--- src/rtl/mux8_arb_pkg.sv ---
// Shared constants, FSM state type and a one-hot helper for the MUX_8 round-robin arbiter.
package mux8_arb_pkg;

    localparam int unsigned N_REQ = 8;
    localparam int unsigned SEL_W = 3;

    // Reset value of the last-owner pointer so input 0 is searched first.
    localparam logic [SEL_W-1:0] LAST_RST = 3'd7;

    typedef enum logic {
        IDLE  = 1'b0,
        GRANT = 1'b1
    } arb_state_t;

    function automatic logic [N_REQ-1:0] onehot8(input logic [SEL_W-1:0] idx);
        logic [N_REQ-1:0] v;
        v = '0;
        v[idx] = 1'b1;
        return v;
    endfunction

endpackage

--- src/rtl/rr_pick8.sv ---
// Combinational round-robin search: first set req bit at or after start, wrapping mod 8.
module rr_pick8
    import mux8_arb_pkg::*;
(
    input  logic [N_REQ-1:0] req,
    input  logic [SEL_W-1:0] start,
    output logic             found,
    output logic [SEL_W-1:0] idx
);

    logic [SEL_W-1:0] cand;

    always_comb begin
        found = 1'b0;
        idx   = start;
        cand  = '0;
        for (int unsigned i = 0; i < N_REQ; i++) begin
            cand = start + SEL_W'(i);
            if (!found && req[cand]) begin
                found = 1'b1;
                idx   = cand;
            end
        end
    end

endmodule

--- src/rtl/mux8_rr_arbiter.sv ---
// Round-robin arbiter producing the select for an 8-input mux; all outputs registered.
// Hold-limit preemption is built only when MUX8_ARB_PREEMPT_EN is defined.
module mux8_rr_arbiter
    import mux8_arb_pkg::*;
#(
    parameter int unsigned HOLD_MAX = 4
) (
    input  logic             clk,
    input  logic             rst_n,
    input  logic [N_REQ-1:0] req,
    output logic [N_REQ-1:0] gnt,
    output logic [SEL_W-1:0] sel,
    output logic             gnt_valid,
    output logic             preempt
);

    arb_state_t       state, state_nxt;
    logic [SEL_W-1:0] last;
    logic [SEL_W-1:0] start;
    logic             found;
    logic [SEL_W-1:0] pick;
    logic             take;
    logic             go_idle;
    logic             rotate;
    logic [N_REQ-1:0] gnt_d;
    logic [SEL_W-1:0] sel_d;
    logic             valid_d;

    if (HOLD_MAX == 0 || HOLD_MAX > 15) begin : g_hold_range
        $error("HOLD_MAX must be within 1..15");
    end

    // Idle searches after the last owner; a live grant searches after the current owner.
    assign start = (state == IDLE) ? last + 1'b1 : sel + 1'b1;

    rr_pick8 u_pick (
        .req   (req),
        .start (start),
        .found (found),
        .idx   (pick)
    );

`ifdef MUX8_ARB_PREEMPT_EN
    logic [3:0] hold_cnt;
    logic       others;

    assign others = |(req & ~onehot8(sel));
    assign rotate = (hold_cnt == 4'(HOLD_MAX)) && others;

    // Counter saturates at HOLD_MAX so a lone owner is never rotated out.
    always_ff @(posedge clk or negedge rst_n) begin
        if (!rst_n) begin
            hold_cnt <= '0;
            preempt  <= 1'b0;
        end else begin
            if (take)
                hold_cnt <= 4'd1;
            else if (state == GRANT && hold_cnt < 4'(HOLD_MAX))
                hold_cnt <= hold_cnt + 1'b1;
            preempt <= (state == GRANT) && req[sel] && rotate;
        end
    end
`else
    assign rotate  = 1'b0;
    assign preempt = 1'b0;
`endif

    always_ff @(posedge clk or negedge rst_n) begin
        if (!rst_n) begin
            state     <= IDLE;
            last      <= LAST_RST;
            gnt       <= '0;
            sel       <= '0;
            gnt_valid <= 1'b0;
        end else begin
            state     <= state_nxt;
            gnt       <= gnt_d;
            sel       <= sel_d;
            gnt_valid <= valid_d;
            if (take)
                last <= pick;
        end
    end

    always_comb begin
        state_nxt = state;
        take      = 1'b0;
        go_idle   = 1'b0;
        unique case (state)
            IDLE: begin
                if (found) begin
                    take      = 1'b1;
                    state_nxt = GRANT;
                end
            end
            GRANT: begin
                if (!req[sel]) begin
                    if (found) begin
                        take = 1'b1;
                    end else begin
                        go_idle   = 1'b1;
                        state_nxt = IDLE;
                    end
                end else if (rotate) begin
                    take = 1'b1;
                end
            end
            default: state_nxt = IDLE;
        endcase
    end

    always_comb begin
        gnt_d   = gnt;
        sel_d   = sel;
        valid_d = gnt_valid;
        if (take) begin
            gnt_d   = onehot8(pick);
            sel_d   = pick;
            valid_d = 1'b1;
        end else if (go_idle) begin
            gnt_d   = '0;
            valid_d = 1'b0;
        end
    end

endmodule

--- config.mk ---
export PLATFORM = sky130hd
export DESIGN_NAME = mux8_rr_arbiter
export DESIGN_NICKNAME = d
export VERILOG_FILES = /design/src/rtl/mux8_arb_pkg.sv /design/src/rtl/rr_pick8.sv /design/src/rtl/mux8_rr_arbiter.sv
export SDC_FILE = /design/constraint.sdc
export NUM_CORES = 1
export LEC_CHECK = 0
export ABC_AREA = 1
export BUFFER_PORTS_ARGS = -buffer_cell sky130_fd_sc_hd__buf_4
export CAP_MARGIN = 20
export CELL_PAD_IN_SITES_DETAIL_PLACEMENT = 1
export CELL_PAD_IN_SITES_GLOBAL_PLACEMENT = 2
export CORE_MARGIN = 8
export CORE_UTILIZATION = 34
export CTS_CLUSTER_SIZE = 28
export DETAILED_ROUTE_END_ITERATION = 8
export GPL_ROUTABILITY_DRIVEN = 0
export MAX_ROUTING_LAYER = met4
export PLACE_DENSITY = 0.83
export SLEW_MARGIN = 20
export SYNTH_ARGS = -nofsm -noshare
export SYNTH_HDL_FRONTEND = slang
export SYNTH_HIERARCHICAL = 1
export SYNTH_SLANG_ARGS = --single-unit
--- constraint.sdc ---
create_clock -name clk -period 6.01 [get_ports clk]
set_input_delay 1.202 -clock clk [delete_from_list [all_inputs] [get_ports clk]]
set_output_delay 1.202 -clock clk [all_outputs]
set_load 0.005 [all_outputs]
## After elaboration in Yosys (flattened, before gate mapping)

Index checks and enable logic that the tools add are counted.

- Output and inout port bits: 13
- Input port bits: 10
- Logic and storage cells: 90
- Bits in registers: 16

- Muxes and demuxes: 48
- $add $sub $neg: 9
- Magnitude comparators: 11
- Reductions and logical operators: 16
- Bitwise gates (word level): 1

Operator list:

| cell | number |
|---|---|
| < comparator 3 x 4 -> 1 bit, second input constant | 10 |
| binary-select mux 1 bit (select 3 bit) | 9 |
| 2-to-1 mux 1 bit | 26 |
| 2-to-1 mux 3 bit | 8 |
| 2-to-1 mux 8 bit | 2 |
| adder 3 bit, second input constant | 4 |
| adder 3 x 1 -> 3 bit, second input constant | 3 |
| logical AND 1 bit | 8 |
| logical NOT 1 bit | 7 |
| adder 3 x 2 -> 3 bit, second input constant | 2 |
| one-hot mux 1 bit (2 select lines) | 2 |
| demux 1 bit (select 3 bit) | 1 |
| greater-or-equal comparator 3 x 1 -> 1 bit, second input constant | 1 |
| nonzero test 2 bit | 1 |
| NOT 1 bit | 1 |

## Depth between registers and ports, before layout

Gate-level depths: netlist of run 1.

- Depth after elaboration: 31
- Mapped depth: 28
- Depth with buffers taken out: 27

## By module

Netlist of run 1, hierarchy kept.

Modules (own cells, without submodules):

| module | sequential area each (sq um) | instances | cells an instance | area each (sq um) |
|---|---|---|---|---|
| mux8_rr_arbiter | 404.1 | 1 | 119 | 925.9 |
| rr_pick8 | 0.0 | 1 | 140 | 770.7 |

## Worst setup path before layout of run 1

OpenSTA, ideal clock, no wires.

- Path type: flip-flop to flip-flop
- Start: register state
- End: register gnt[2]
- Required time: 5.893 ns
- Cell stages (with the launch flop): 25
- Period minus slack after synthesis: 3.423 ns
- Arrival time: 3.306 ns
- Library setup time: 0.117 ns
- Slack: 2.587 ns
- Path through: dfrtp_1 > o21ai_0 > inv_1 > ha_1 > buf_2 > inv_2 > ha_1 > inv_2 > nand3_1 > nand3_2 > nand2_4 > nor2_8 > nand4_4 > nor2_4 > nand2_2 > nand2_1 > inv_1 > nand2_1 > nand3_1 > nand2_1 > inv_1 > nand2_1 > nor2_1 > nand4_1 > nand2_1

- Cells in the longest elaborated chain, start to end: 30

RTL lines:

| what | line | RTL |
|---|---|---|
| start, declared | mux8_rr_arbiter.sv:17 | `arb_state_t state, state_nxt;` |
| start signal, assigned | mux8_rr_arbiter.sv:76 | `state <= state_nxt;` |
| 2-to-1 mux 3 bit (*) | mux8_rr_arbiter.sv:34 | `assign start = (state == IDLE) ? last + 1'b1 : sel + 1'b1;` |
| net start[0] | mux8_rr_arbiter.sv:19 | `logic [SEL_W-1:0] start;` |
| parallel branches: the longest is 23 deep, another holds adder 3 x 1 -> 3 bit | n/a |  |
| 2-to-1 mux 3 bit (*) | rr_pick8.sv:19 | `if (!found && req[cand]) begin` |
| net pick[2] | mux8_rr_arbiter.sv:21 | `logic [SEL_W-1:0] pick;` |
| < comparator 3 x 4 -> 1 bit (implied by the code) or greater-or-equal comparator 3 x 1 -> 1 bit (tied branches) | mux8_arb_pkg.sv:18 | `v[idx] = 1'b1;` |
| logical AND 1 bit (implied by the code) | mux8_arb_pkg.sv:18 |  |
| 2-to-1 mux 1 bit (implied by the code) | mux8_arb_pkg.sv:18 |  |
| demux 1 bit (select 3 bit) (*) | mux8_arb_pkg.sv:18 |  |
| 2-to-1 mux 8 bit (*) | mux8_rr_arbiter.sv:116 | `if (take) begin` |
| end signal, assigned | mux8_rr_arbiter.sv:77 | `gnt <= gnt_d;` |
| end, declared | mux8_rr_arbiter.sv:11 | `output logic [N_REQ-1:0] gnt,` |

Mark *: on every way through the listed nets, which the timed path passes. The select of a mux whose other input is x is not followed.
A chain may end at the register's enable or synchronous reset.

## Final worst setup path of run 1

- Start: register sel[0]
- End: register gnt_valid

- Cells in the longest elaborated chain, start to end: 30

RTL lines:

| what | line | RTL |
|---|---|---|
| start, declared | mux8_rr_arbiter.sv:12 | `output logic [SEL_W-1:0] sel,` |
| start signal, assigned | mux8_rr_arbiter.sv:78 | `sel <= sel_d;` |
| adder 3 x 1 -> 3 bit (*) | mux8_rr_arbiter.sv:34 |  |
| 2-to-1 mux 3 bit (*) | mux8_rr_arbiter.sv:34 |  |
| net start[0] | mux8_rr_arbiter.sv:19 |  |
| parallel branches: the longest is 23 deep, another holds adder 3 x 1 -> 3 bit | n/a |  |
| 2-to-1 mux 1 bit (*) | rr_pick8.sv:19 |  |
| net found | mux8_rr_arbiter.sv:20 | `logic found;` |
| 2-to-1 mux 1 bit (on tied branches) | mux8_rr_arbiter.sv:91, mux8_rr_arbiter.sv:98 |  |
| 2-to-1 mux 1 bit | mux8_rr_arbiter.sv:97 | `if (!req[sel]) begin` |
| one-hot mux 1 bit (2 select lines) or 2-to-1 mux 1 bit (tied branches) | mux8_rr_arbiter.sv:89 | `unique case (state)` |
| 2-to-1 mux 1 bit or nonzero test 2 bit (tied branches) | n/a |  |
| end signal, assigned | mux8_rr_arbiter.sv:79 | `gnt_valid <= valid_d;` |
| end, declared | mux8_rr_arbiter.sv:13 | `output logic gnt_valid,` |

Marked as above.

==> results of run 1 <==
## through the flow
stage	hold WS, ns	worst slack [ns]
3_3_place_gp	0.453	2.10
2_1_floorplan	0.442	2.59
4_1_cts	0.467	1.94
5_1_grt	0.480	1.60
3_5_place_dp	0.458	1.98
6_report	0.465	1.98
## worst min-delay path by stage
stage / startpoint / to / cells after the start
global route: last[1] / last[1] / 2
finish: last[0] / last[0] / 2
CTS: last[0] / last[0] / 2
floorplan: last[0] / last[0] / 2
detailed placement: last[0] / last[0] / 2
global placement: last[1] / last[1] / 2
## layer usage
layer | vias to the layer above | share of wire [%] | global-route usage (%)
met1 | 767 | 52 | 18.0
li1 | 868 | - | -
met5 | - | 0 | -
met2 | 19 | 45 | 21.5
met4 | 0 | 0.37 | 1.88
met3 | 2 | 2.8 | 2.17
## state kept, by name (all words and copies together), names as in the netlist
name       flops
state          1
gnt_valid      1
sel            3
gnt            8
last           3
## synthesized netlist by cell type (2+ instances only)
cell type / count / area, um2
o21ai_1: 4 / 20.0
nand2_2: 5 / 31.3
xor2_2: 2 / 32.5
nor2_1: 13 / 48.8
inv_2: 8 / 30.0
inv_1: 24 / 90.1
ha_1: 3 / 37.5
nand4_1: 10 / 62.6
o21ai_2: 2 / 17.5
nand2_1: 102 / 383
dfrtp_1: 13 / 325
o21ai_0: 3 / 15.0
buf_4: 2 / 15.0
nand3_1: 34 / 170
buf_6: 3 / 33.8
nand2_4: 2 / 22.5
nand4_4: 2 / 42.5
nand3_2: 5 / 50.1
o211ai_1: 2 / 15.0
dfstp_2: 3 / 78.8
nor2_4: 2 / 22.5
xnor2_1: 3 / 26.3
## worst reg2reg max path, stage by stage (launching register included)
cell	delay, ns
dfrtp_1	0.46
inv_2	0.12
nand2_1	0.05
o21ai_0	0.07
buf_4	0.22
inv_1	0.06
ha_1	0.51
inv_2	0.14
ha_1	0.39
inv_2	0.14
nand3_1	0.17
nand3_2	0.14
nand2_4	0.08
nor2_8	0.14
nand4_4	0.11
nor2_4	0.16
nand3_1	0.43
inv_1	0.21
nand2_1	0.11
nand3_4	0.15
nand2_1	0.07
nand2_1	0.05
## cell type report
class	instances	area, um2	share of cell area, %
flip-flops and latches	16	404	20.9
repair buffers	23	173	8.93
well taps	67	83.8	4.33
inverters	32	120	6.21
multi-input cells	204	1100	56.8
clock buffers	4	55.1	2.85
## cells by family (layout without fill, tap and decap cells)
kind of cell    Yosys count  in the layout
flops                    16             16
other cells               1              1
simple gates            178            178
compound gates           15             15
buf+inv                  39             59
xor+xnor                  7              7
fa+ha+maj                 3              3
==> flow_summary_export.csv, run 1 <==
group,metric,value,unit
critical_path,path_max_fanout,14,
timing,setup_tns,0,ns
cells_and_area,layout_common_cells,"nand2_1, nand3_1, inv_1, buf_4",
logic_synthesis,synthMuxAreaShare,0,%
critical_path,rr_worst_depth,21,
die,num_rows,25,
die,die-area,7510,um2
timing,finalHoldViolations,0,
critical_path,slowest_delay,0.51,ns
critical_path,startpoint,"sel[0]",
cells_and_area,utilization,40.7,%
logic_synthesis,synthSimpleGateAreaFrac,51.6,%
logic_synthesis,synth_fp_nets,272,
global_routing,antenna_found_initial,0,
global_routing,grt_overflow_total,0,
logic_synthesis,syn_area_per_cell,6.55,um2
timing,rsz0062_at_grt,"no",
logic_synthesis,synth-async-reset-ratio,100,%
global_routing,grt_pass1_wl,7.98,mm
global_routing,grt_usage,13.6,%
die,ioPinCount,23,
detailed_routing,vias,1656,
logic_synthesis,yosysUniqueCellTypes,34,
hold_path,hp-class,"reg -> reg",
global_routing,grt_pass1_vias,1653,
placement,io_buffers,21,
clock_tree,path_clk_slew,0.06,ns
logic_synthesis,syn_area,1700,um2
logic_synthesis,synth-adder-area-share,2.21,%
timing,setup_viol,0,
clock_tree,tritoncts,"done",
clock_tree,cts_made_buffers,3,
timing,worst_pin_slew,0.566,ns
die,coreArea,4750,um2
cells_and_area,stdcell_area,1930,um2
clock_tree,cts-htree-levels,1,
critical_path,required,6.19,ns
detailed_routing,wirelength,4.63,mm
logic_synthesis,synthCells,259,
detailed_routing,vias_per_cell,4.79,
die,die_h,86.6,um
clock_tree,clkSinkCount,16,
detailed_routing,firstDrtPassIters,4,
logic_synthesis,synth_top_family_by_area,"simple AND/OR/NAND/NOR gates",
detailed_routing,drt_iter0_markers,55,
logic_synthesis,synthXorXnorAreaFrac,4.94,%
timing,max_slew_margin,62.2,%
clock_tree,clock_latency,0.25,ns
flow_run,drv_cap,0,
die,die_w,86.6,um
cells_and_area,diodes,0,
clock_tree,post_cts_hold_buffer_count,0,
placement,place_hpwl,3.93,mm
outcome,outcome,"finished clean",
die,initial_core_util,35.7,%
critical_path,crit_buf_inv,6,
clock_tree,ctsRootBufferMaster,"clkbuf_8",
logic_synthesis,ys_ff_latch,16,
critical_path,crit_chain,"inv_2 > nand2_1 > o21ai_0 > buf_4 > inv_1 > ha_1 > inv_2 > ha_1 > inv_2 > nand3_1 > nand3_2 > nand2_4 > nor2_8 > nand4_4 > nor2_4 > nand3_1 > inv_1 > nand2_1 > nand3_4 > nand2_1 > nand2_1",
global_routing,grt_max_degree,17,
placement,dpl_cell_area,1880,um2
logic_synthesis,synth_edf_count,0,
critical_path,cp-end-kind,"flip-flop",
critical_path,crit_type,"reg -> reg",
placement,dpl.cell_count,342,
timing,fin_skew,0.00213,ns
critical_path,critPathTopFamily,"simple AND/OR/NAND/NOR gates",
critical_path,cp.arrival,4.21,ns
critical_path,crit_top_cell,"nand2_1",
critical_path,endpoint,"gnt_valid",
critical_path,reg2reg_slack,1.98,ns
clock_tree,cts_setup_buffers,0,
cells_and_area,nets,293,
logic_synthesis,synthFlopType,"dfrtp_1",
timing,min_period,4.03,ns
timing,slew_viol_final,0,
cells_and_area,drive_gt1_share,22.2,%
cells_and_area,nFillCells,648,
critical_path,r2r_start,"sel[0]",
logic_synthesis,yosys_warnings,6,
detailed_routing,drc,0,
clock_tree,clockBufferDepth,2,
logic_synthesis,yosysSeqAreaShare,23.8,%
timing,post-route-period-util,67.0,%
cells_and_area,final_common_cell,"nand2_1",
logic_synthesis,synth-compound-area-share,5.75,%
critical_path,r2r_end,"gnt_valid",
cells_and_area,stdcell_count,346,
clock_tree,cts-resized-gates,0,
timing,clock.fmax,0.248,GHz
cells_and_area,area_growth,14.0,%
critical_path,crit_path_start_kind,"flip-flop",
critical_path,critical_path_depth,21,
detailed_routing,ant_nets,0,
detailed_routing,drt-wirelength-per-cell,13.4,um
critical_path,slowest_stage,"ha_1",
Power of run 1 is not shown: default switching activity piles up to over one toggle a cycle in this logic, so the estimate is an artifact.
==> inputs of run 2 (changes only) <==
- ABC_AREA: 1 -> 0
- PLACE_DENSITY: 0.83 -> 0.75
- clock period: 6.01 -> 3.6 ns (I/O delays scaled with it)
==> run 2 against run 1 <==
  * The run now ends with setup timing left
  * Wire length is 20% higher
  * Worst setup slack got worse by 2.4 ns
  * Via count shrank 3.0%
  * Critical path depth decreased by 7
  * Global-route usage grew 1.6 points
  * Worst hold slack got worse by 0.16 ns
  * Largest cell class unchanged
==> flow_summary_export.csv, run 2 <==
group,metric,value,unit
timing,finalHoldViolations,0,
global_routing,antenna_found_initial,0,
outcome,violations,"setup timing",
detailed_routing,drc,0,
logic_synthesis,syn_area,1680,um2
cells_and_area,drive_gt1_share,58.8,%
critical_path,critPathTopFamily,"multiplexers",
detailed_routing,wirelength,5.56,mm
critical_path,r2r_start,"state",
timing,clock.fmax,0.251,GHz
logic_synthesis,ys_ff_latch,16,
die,coreArea,4750,um2
logic_synthesis,syn_area_per_cell,10.6,um2
detailed_routing,drt_iter0_markers,34,
die,die_h,86.4,um
timing,min_period,3.99,ns
logic_synthesis,yosysUniqueCellTypes,49,
die,die-area,7460,um2
detailed_routing,vias,1606,
cells_and_area,largest_reg_flops,8,
logic_synthesis,synth-async-reset-ratio,100,%
critical_path,reg2reg_slack,-0.39,ns
detailed_routing,firstDrtPassIters,4,
placement,place_hpwl,4.19,mm
timing,fin_ws,-0.392,ns
timing,fin_hold_ws,0.306,ns
die,die_w,86.4,um
cells_and_area,final_common_cell,"buf_4",
die,ioPinCount,23,
die,num_rows,25,
detailed_routing,vias_per_cell,5.58,
critical_path,cp.arrival,4.12,ns
detailed_routing,drt-wirelength-per-cell,19.3,um
cells_and_area,largest-register,"gnt",
outcome,outcome,"complete, but fails checks",
die,initial_core_util,35.4,%
cells_and_area,area_growth,46.1,%
clock_tree,cts-htree-levels,1,
hold_path,hp-class,"in -> async",
cells_and_area,nets,235,
timing,fin_skew,0.0130,ns
logic_synthesis,yosysSeqAreaShare,24.0,%
critical_path,slowest_stage,"mux4_2",
clock_tree,path_clk_slew,0.07,ns
logic_synthesis,synthCells,159,
global_routing,grt_pass1_wl,8.94,mm
cells_and_area,stdcell_area,2460,um2
cells_and_area,top_regs,"gnt (8), last (3), sel (3)",
cells_and_area,diodes,0,
critical_path,crit_chain,"mux2_4 > ha_4 > inv_6 > ha_4 > mux4_2 > mux2_4 > o32a_1 > or3_4 > nor2_2 > a211oi_2 > buf_4 > buf_4 > buf_6 > mux2_2",
critical_path,required,3.73,ns
timing,setup_viol,14,
logic_synthesis,yosys-top-cells-area,"dfrtp_1, mux4_2, mux2_2",
logic_synthesis,synth_fp_nets,172,
clock_tree,tritoncts,"done",
logic_synthesis,synth_top_cell_area_share,19.3,%
critical_path,crit_path_start_kind,"flip-flop",
logic_synthesis,ys_top_cells_by_count,"dfrtp_1, mux4_2, mux2_2",
global_routing,grt_overflow_total,0,
clock_tree,clock_latency,0.26,ns
critical_path,crit_buf_inv,4,
placement,dp_slack,-0.405,ns
clock_tree,clockBufferDepth,2,
detailed_routing,ant_nets,0,
critical_path,startpoint,"state",
logic_synthesis,synthFlopType,"dfrtp_1",
critical_path,cp-end-kind,"flip-flop",
global_routing,grt_usage,15.2,%
flow_run,drv_cap,0,
clock_tree,cts_made_buffers,3,
critical_path,r2r_end,"sel[1]",
timing,rsz0062_at_grt,"yes",
logic_synthesis,synth_edf_count,0,
critical_path,slowest_delay,0.50,ns
clock_tree,clkSinkCount,16,
logic_synthesis,netlist.top_cell.by_area,"dfrtp_1",
critical_path,rr_worst_depth,14,
timing,post-route-period-util,111,%
critical_path,crit_type,"reg -> reg",
timing,slew_viol_final,0,
critical_path,path_max_fanout,6,
placement,io_buffers,21,
global_routing,grt_pass1_vias,1769,
cells_and_area,layout_common_cells,"buf_4, mux4_2, dfrtp_1, mux2i_1",
clock_tree,ctsRootBufferMaster,"clkbuf_8",
logic_synthesis,yosys_warnings,6,
global_routing,grt_max_degree,17,
placement,dpl_cell_area,2230,um2
[run 2: repair_timing]
action	CTS	global route
hold buffers	0	0
cloned	0	0
resized for setup	10	17
pin swaps	5	4
setup endpoints to repair	15	15
buffers inserted	6	4
[run 2: area by class of cell]
| class | instances | area (um2) |
|---|---|---|
| Inverter | 8 | 35.0 |
| Multi-Input combinational cell | 124 | 1360 |
| Sequential cell | 16 | 405 |
| Tap cell | 67 | 83.8 |
| Fill cell | 529 | 2300 |
| Clock buffer | 4 | 45.0 |
| Timing Repair Buffer | 69 | 533 |
[run 2: how the worst max path moves through the flow]
stage             end  slack [ns]  cells past startpoint
2_1_floorplan  gnt[6]       -0.40                     16
3_3_place_gp   gnt[0]       -0.24                     14
3_5_place_dp   gnt[0]       -0.40                     14
4_1_cts        gnt[0]       -0.30                     13
5_1_grt        gnt[6]       -0.53                     14
6_report       sel[1]       -0.39                     14
[run 2: kinds of logic after synthesis]
kind of cell,count (synthesis),share of synthesized area [%]
AND/OR/NAND/NOR,33,10.4
AO/OA/AOI/OAI,46,22.1
other,1,0.223
adder cells (fa/ha/maj),3,2.23
XOR/XNOR,5,2.60
buffers and inverters,19,5.72
multiplexers,36,32.7
flip-flops,16,24.0
[run 2: routing by layer]
metal	global-route usage, %	wire length, um
met4	3.13	72
met3	1.98	116
met1	18.4	2440
met2	26.2	2930
met5	-	0
[run 2: per-stage QoR]
stage,cells,util [%],TNS [ns]
floorplan,159,-,-4.23
global placement,274,46.9,-2.67
detailed placement,274,46.9,-4.27
CTS,284,49.6,-3.16
global route,288,51.7,-6.22
finish,288,51.7,-4.58
Power of run 2 is left out for the same reason.
==> inputs of run 3 (changes only) <==
==> constraint.sdc (replaced) <==
create_clock -name clk -period 3.6 [get_ports clk]
set_input_delay 1.08 -clock clk [delete_from_list [all_inputs] [get_ports clk]]
set_output_delay 1.08 -clock clk [all_outputs]
set_load 0.005 [all_outputs]
==> run 3 against run 2 <==
  * The run still ends with setup timing left
  * Global-route usage up 0.47 points
  * Utilization up 0.92 points
  * Clock-buffer cell count unchanged
  * Non-clock buffer count up 9
  * Wire length up 0.11%
  * Final cell count up 3.1%
  * Via count up 1.1%
  * Sequential share of layout area down 0.29 points
  * Maximum frequency up 2.5%
  * Die area unchanged
  * Largest cell class unchanged
==> flow_summary_export.csv, run 3 (same netlist as run 2, synthesis figures left out) <==
group,metric,value,unit
critical_path,r2r_start,"state",
timing,setup_tns,-3.40,ns
clock_tree,ctsRootBufferMaster,"clkbuf_8",
die,die_w,86.4,um
die,ioPinCount,23,
global_routing,grt_max_degree,17,
timing,slew_viol_final,0,
global_routing,grt_overflow_total,0,
hold_path,holdPathEnd,"gnt[1]",
cells_and_area,stdcell_count,297,
cells_and_area,top_regs,"gnt (8), last (3), sel (3)",
timing,fin_ws,-0.294,ns
global_routing,grt_pass1_vias,1785,
timing,fin_skew,0.00213,ns
timing,setup_viol,14,
detailed_routing,firstDrtPassIters,4,
outcome,outcome,"complete, but fails checks",
clock_tree,tritoncts,"done",
cells_and_area,final_common_cell,"buf_4",
detailed_routing,ant_nets,0,
cells_and_area,layout_common_cells,"buf_4, mux4_2, dfrtp_1, mux2i_1, nand2_1",
placement,io_buffers,21,
timing,clock.fmax,0.257,GHz
placement,place_hpwl,4.35,mm
hold_path,hold_depth,1,
global_routing,grt_usage,15.7,%
cells_and_area,utilization,52.6,%
clock_tree,cts_made_buffers,3,
timing,rsz0062_at_grt,"yes",
critical_path,crit_path_start_kind,"flip-flop",
hold_path,hold_path.startpoint,"gnt[1]",
cells_and_area,nets,244,
critical_path,crit_type,"reg -> reg",
critical_path,reg2reg_slack,-0.29,ns
detailed_routing,vias_per_cell,5.47,
cells_and_area,area_growth,48.7,%
detailed_routing,drt_iter0_markers,75,
clock_tree,clockBufferDepth,2,
die,num_rows,25,
placement,dp_slack,-0.387,ns
placement,dpl.cell_count,286,
clock_tree,cts-htree-levels,1,
cells_and_area,diodes,0,
die,initial_core_util,35.4,%
die,coreArea,4750,um2
global_routing,antenna_found_initial,0,
critical_path,cp.arrival,4.09,ns
cells_and_area,largest_reg_flops,8,
clock_tree,clock_latency,0.25,ns
critical_path,rr_worst_depth,12,
critical_path,required,3.80,ns
clock_tree,path_clk_slew,0.06,ns
die,die-area,7460,um2
detailed_routing,vias,1624,
cells_and_area,drive_gt1_share,59.6,%
detailed_routing,wirelength,5.56,mm
timing,min_period,3.89,ns
detailed_routing,drc,0,
outcome,violations,"setup timing",
critical_path,r2r_end,"gnt[3]",
hold_path,hp-class,"reg -> reg",
timing,finalHoldViolations,0,
critical_path,path_max_fanout,8,
clock_tree,clkSinkCount,16,
critical_path,cp-end-kind,"flip-flop",
global_routing,grt_pass1_wl,9.07,mm
timing,post-route-period-util,108,%
detailed_routing,drt-wirelength-per-cell,18.7,um
flow_run,drv_cap,0,
die,die_h,86.4,um
cells_and_area,largest-register,"gnt",
run 3: cell count changes in the layout (fill, tap and decap cells not counted), moves of 2 or more:
| cell | before | now |
|---|---|---|
| buf_4 | 65 | 78 |
| buf_6 | 4 | 0 |
| mux2_2 | 5 | 7 |
| mux2_4 | 7 | 5 |
| nor2_1 | 5 | 7 |
| nor2_2 | 2 | 0 |
| o2bb2ai_1 | 1 | 3 |
| o2bb2ai_2 | 3 | 1 |
run 3: timing repair:
action,in CTS,in global routing
setup endpoints to repair,15,15
hold buffers,0,0
buffers inserted,6,1
gates cloned,0,0
resized for setup,11,5
pin swaps,2,1
run 3: how the worst max path moves through the flow:
stage / from / endpoint / slack [ns] / cells past startpoint
after floorplan: state / gnt[6] / -0.40 / 16
final: state / gnt[3] / -0.29 / 12
after global routing: state / gnt[6] / -0.45 / 16
after global placement: state / gnt[0] / -0.23 / 14
after detailed placement: state / gnt[6] / -0.39 / 15
after CTS: state / gnt[6] / -0.29 / 15
run 3: through the flow:
stage	instance area [um2]	hold slack, ns
global route	2500	0.521
detailed placement	2320	0.485
finish	2500	0.495
global placement	2320	0.476
floorplan	1790	0.479
CTS	2470	0.500
run 3: cell type report:
cell class / instances / area (um2)
inverter: 8 / 35.0
multi-input combinational: 124 / 1340
tap: 67 / 83.8
timing repair buffer: 78 / 586
clock buffer: 4 / 55.1
fill: 541 / 2250
sequential: 16 / 405
run 3: metal layers:
| metal | wire (um) | global-route usage (%) | vias to the layer above |
|---|---|---|---|
| met2 | 2840 | 25.8 | 17 |
| met3 | 84 | 2.74 | 8 |
| met1 | 2550 | 19.1 | 830 |
| li1 | - | - | 769 |
| met4 | 94 | 4.54 | 0 |
| met5 | 0 | - | - |
run 3: worst max-delay path, stage by stage (launching register included):
cell and delay, ns:
dfrtp_2 0.44, mux2_4 0.33, ha_4 0.30, inv_6 0.04, ha_4 0.29, mux4_2 0.49, mux2_4 0.28, o32a_1 0.42
or3_4 0.40, nand2b_4 0.19, buf_4 0.15, mux2i_4 0.31, a22o_2 0.21
Power of run 3 is left out for the same reason.
